`src/rtl/tkg_mutexn.sv`:
```
// N-way clocked mutual-exclusion element with four-phase req/gnt handshakes.
// Round-robin or fixed-priority arbitration, registered outputs, mandatory gap.
module tkg_mutexn #(
    parameter int N  = 4,
    parameter bit RR = 1'b1,
    parameter int OW = $clog2(N)
) (
    input  logic          clk,
    input  logic          reset,
    input  logic [N-1:0]  req,
    output logic [N-1:0]  gnt,
    output logic          busy,
    output logic [OW-1:0] owner
);

    typedef enum logic [1:0] {
        IDLE = 2'd0,
        HOLD = 2'd1,
        GAP  = 2'd2
    } state_t;

    state_t        state_q, state_d;
    logic [N-1:0]  gnt_q, gnt_d;
    logic          busy_q, busy_d;
    logic [OW-1:0] owner_q, owner_d;
    logic [OW-1:0] last_q, last_d;

    logic [N-1:0]  mask_hi;
    logic [N-1:0]  req_hi;
    logic [OW-1:0] win_idx;
    logic [N-1:0]  win_oh;
    logic          own_req;

    function automatic logic [OW-1:0] lowest(input logic [N-1:0] v);
        lowest = '0;
        for (int i = N - 1; i >= 0; i--) begin
            if (v[i]) begin
                lowest = OW'(i);
            end
        end
    endfunction

    // Channels above the last grantee get first look; otherwise wrap to 0.
    always_comb begin
        mask_hi = '0;
        for (int i = 0; i < N; i++) begin
            mask_hi[i] = (i > int'(last_q));
        end
    end

    assign req_hi  = req & mask_hi;
    assign win_idx = (RR && (|req_hi)) ? lowest(req_hi) : lowest(req);
    assign win_oh  = {{(N-1){1'b0}}, 1'b1} << win_idx;
    assign own_req = |(req & gnt_q);

    always_comb begin
        state_d = state_q;
        gnt_d   = gnt_q;
        busy_d  = busy_q;
        owner_d = owner_q;
        last_d  = last_q;
        unique case (state_q)
            IDLE: begin
                if (|req) begin
                    gnt_d   = win_oh;
                    busy_d  = 1'b1;
                    owner_d = win_idx;
                    last_d  = win_idx;
                    state_d = HOLD;
                end
            end
            HOLD: begin
                if (!own_req) begin
                    gnt_d   = '0;
                    busy_d  = 1'b0;
                    state_d = GAP;
                end
            end
            GAP: begin
                gnt_d   = '0;
                busy_d  = 1'b0;
                state_d = IDLE;
            end
            default: begin
                gnt_d   = '0;
                busy_d  = 1'b0;
                state_d = IDLE;
            end
        endcase
    end

    always_ff @(posedge clk) begin
        if (reset) begin
            state_q <= IDLE;
            gnt_q   <= '0;
            busy_q  <= 1'b0;
            owner_q <= '0;
            last_q  <= OW'(N - 1);
        end else begin
            state_q <= state_d;
            gnt_q   <= gnt_d;
            busy_q  <= busy_d;
            owner_q <= owner_d;
            last_q  <= last_d;
        end
    end

    assign gnt   = gnt_q;
    assign busy  = busy_q;
    assign owner = owner_q;

    a_onehot: assert property (@(posedge clk) disable iff (reset)
        $onehot0(gnt_q));
    a_busy: assert property (@(posedge clk) disable iff (reset)
        busy_q == (|gnt_q));
    a_gap: assert property (@(posedge clk) disable iff (reset)
        (state_q == GAP) |-> (gnt_q == '0));

endmodule

```
`config.mk`:
```
export PLATFORM = sky130hd
export DESIGN_NAME = tkg_mutexn
export DESIGN_NICKNAME = d
export VERILOG_FILES = /design/src/rtl/tkg_mutexn.sv
export SDC_FILE = /design/constraint.sdc
export NUM_CORES = 1
export LEC_CHECK = 0
export ABC_AREA = 0
export ABC_CLOCK_PERIOD_IN_PS = 2000
export CAP_MARGIN = 20
export CORE_AREA = 2 2 39 41
export DETAILED_ROUTE_END_ITERATION = 8
export DIE_AREA = 0 0 41 43
export MAX_ROUTING_LAYER = met4
export PLACE_DENSITY = 0.67
export REMOVE_ABC_BUFFERS = 1
export SLEW_MARGIN = 5
export SYNTH_ARGS = -nofsm -noshare
export SYNTH_HDL_FRONTEND = slang
export SYNTH_SLANG_ARGS = --single-unit
export TNS_END_PERCENT = 10
```
`constraint.sdc`:
```
create_clock -name clk -period 2 [get_ports clk]
set_input_delay 0.3 -clock clk [delete_from_list [all_inputs] [get_ports clk]]
set_output_delay 0.3 -clock clk [all_outputs]
set_load 0.005 [all_outputs]
```
==> results.py <==
metrics = {
    "sta": {
        "setup_tns_ns": 0,
        "finalHoldViolations": 0,
        "fmax_ghz": 0.608,
        "timing.hold.ws_ns": 0.452,
        "rsz0062_at_grt": "no",
        "maxSlewHeadroom": 0.805,
        "setup_violations": 0,
        "min_period_ns": 1.64,
        "final.period_utilization": 0.822,
        "drv_slew": 0,
        "finClkSkew_ns": 0.00340,
        "tightest_slew_ns": 0.292,
    },
    "floorplanning": {
        "num_io_pins": 13,
        "die-area_um2": 1760,
        "rows": 14,
        "initial_core_util": 0.391,
        "die_x_um": 41,
        "die_h_um": 43,
        "core_um2": 1380,
    },
    "layout": {
        "antenna-diode-count": 0,
        "drive_gt1_frac": 0.215,
        "area_growth_pct": 34.3,
        "layout.nets": 87,
        "fin_util": 0.524,
        "nFillCells": 130,
        "layout.cells.non_filler": 95,
    },
    "flow_run": {
        "drv_cap": 0,
    },
    "clock_tree": {
        "cts_setup_buffers": 0,
        "cts_tree": "done",
        "cts_sinks": 10,
        "cts_root_buf": "clkbuf_4",
        "clk_pin_slew_ns": 0.06,
        "cts_buffers": 3,
        "clk_path_buf_depth": 2,
        "clk_latency_ns": 0.26,
        "ctsHoldBuffers": 0,
        "ctsResizeCount": 0,
        "htreeDepth": 1,
    },
    "yosys": {
        "synth_most_common_cell": "dfxtp_1",
        "synth_top_area_share": 0.370,
        "synth_area_leaders": "dfxtp_1, a21oi_1, nand2_1, nor4_4, o2bb2ai_1",
        "yosysUniqueCellTypes": 34,
        "synth_cells": 61,
        "avgSynthCellArea_um2": 8.86,
        "netlist_area_um2": 541,
        "ys_top_cells_by_count": "dfxtp_1, nand2_1, a21oi_1",
        "ys_async_sr_fraction": 0,
        "synth_top_area_cell": "dfxtp_1",
        "synth_edf_count": 0,
        "synth_flop_cell": "dfxtp_1",
        "ys_ff_latch": 10,
        "ys_seq_area_frac": 0.370,
        "synth_warnings": 0,
    },
    "placed_design": {
        "gp_congestion": 0.881,
        "numPortBuffers": 12,
        "hpwl_mm": 1.01,
        "place_inst": 92,
    },
    "setup_path": {
        "crit_fanout": 7,
        "start_kind": "input pin",
        "path_class": "in -> reg",
        "end_kind": "flip-flop",
        "arrival_ns": 1.83,
        "cp.required_ns": 2.19,
    },
    "global_route": {
        "grt_pass1_vias": 519,
        "grt_pass1_wl_mm": 2.19,
        "antenna_found_initial": 0,
        "gr-usage-all-layers": 0.193,
        "grt-ovfl-total": 0,
        "grt_max_degree": 9,
    },
    "detailed_routing": {
        "routed_via_density": 5.49,
        "wirelength_mm": 1.24,
        "wl_per_cell_um": 13.1,
        "drtIter0Drc": 13,
        "num_vias": 522,
        "detail-route-antenna-nets": 0,
        "drtPass1Iterations": 4,
        "drc": 0,
    },
    "pwr": {
        "p_leak_uw": 0.000278,
        "p_per_area_nw_per_um2": 822,
        "irDropWorstVdd_v": 0.000455,
        "p_total_uw": 596,
    },
    "run_status": {
        "status": "complete, no violations",
    },
    "hold_path": {
        "hold_path.class": "reg -> reg",
    },
}
-- logic make-up (layout without fill, tap and decap cells) --
logic type | Yosys count | after routing | share of synthesized area
multiplexers | 1 | 1 | 0.0185
AND/OR/NAND/NOR | 23 | 23 | 0.259
flip-flops | 10 | 10 | 0.370
buffers and inverters | 4 | 22 | 0.0417
AO/OA/AOI/OAI | 23 | 23 | 0.310
-- metal layers --
metal,vias up,wire (µm),GRT usage
met5,-,0,-
met4,0,14,0.0600
met3,2,60,0.0942
met2,12,555,0.263
met1,238,610,0.246
li1,270,-,-
-- final timing paths --
path	slack, ns	startpoint	endpoint	cells past startpoint
setup / recovery	0.36	req[1]	gnt[3]	5
setup reg to reg	0.64	state_q[0]	gnt[1]	5
hold reg to reg	0.45	owner[1]	owner[1]	2
hold / removal	0.45	owner[1]	owner[1]	2
-- stage by stage --
stage               setup slack, ns  cell area, µm²
finish                        0.356             726
CTS                           0.361             726
detailed placement           0.0880             703
floorplan                     0.617             526
global route                  0.279             726
global placement              0.109             703
-- state kept, by name, indices dropped and copies added (netlist names) --
signal   flops
gnt          4
last_q       2
owner        2
state_q      2
-- power breakdown --
group          total (µW)  switching [µW]  internal, µW
clock network         131            61.9          69.2
registers             265            35.5           230
logic                 200            87.2           113
-- critical path, stage by stage --
cell	delay [ns]
clkdlybuf4s50_1	0.50
or4_4	0.56
nor4_4	0.17
a31o_2	0.18
o2bb2ai_1	0.11
-- layout make-up --
cell class	instances	area (µm²)	share of cell area
multi-input combinational	47	318	0.438
sequential	10	200	0.276
timing repair buffer	17	158	0.217
clock buffer	3	22.5	0.0310
tap	16	20.0	0.0276
inverter	2	7.51	0.0103
-- cell usage in the layout, fill, tap and decap left out, drive strengths merged, types with 2 or more instances in the layout --
cell,count
clkdlybuf4s50,12
dfxtp,10
nand2,7
a21oi,6
buf,5
nor2,4
clkbuf,3
o21ai,3
a22oi,2
inv,2
o2bb2ai,2
and2,2
Power figures use the tool's default switching activity.
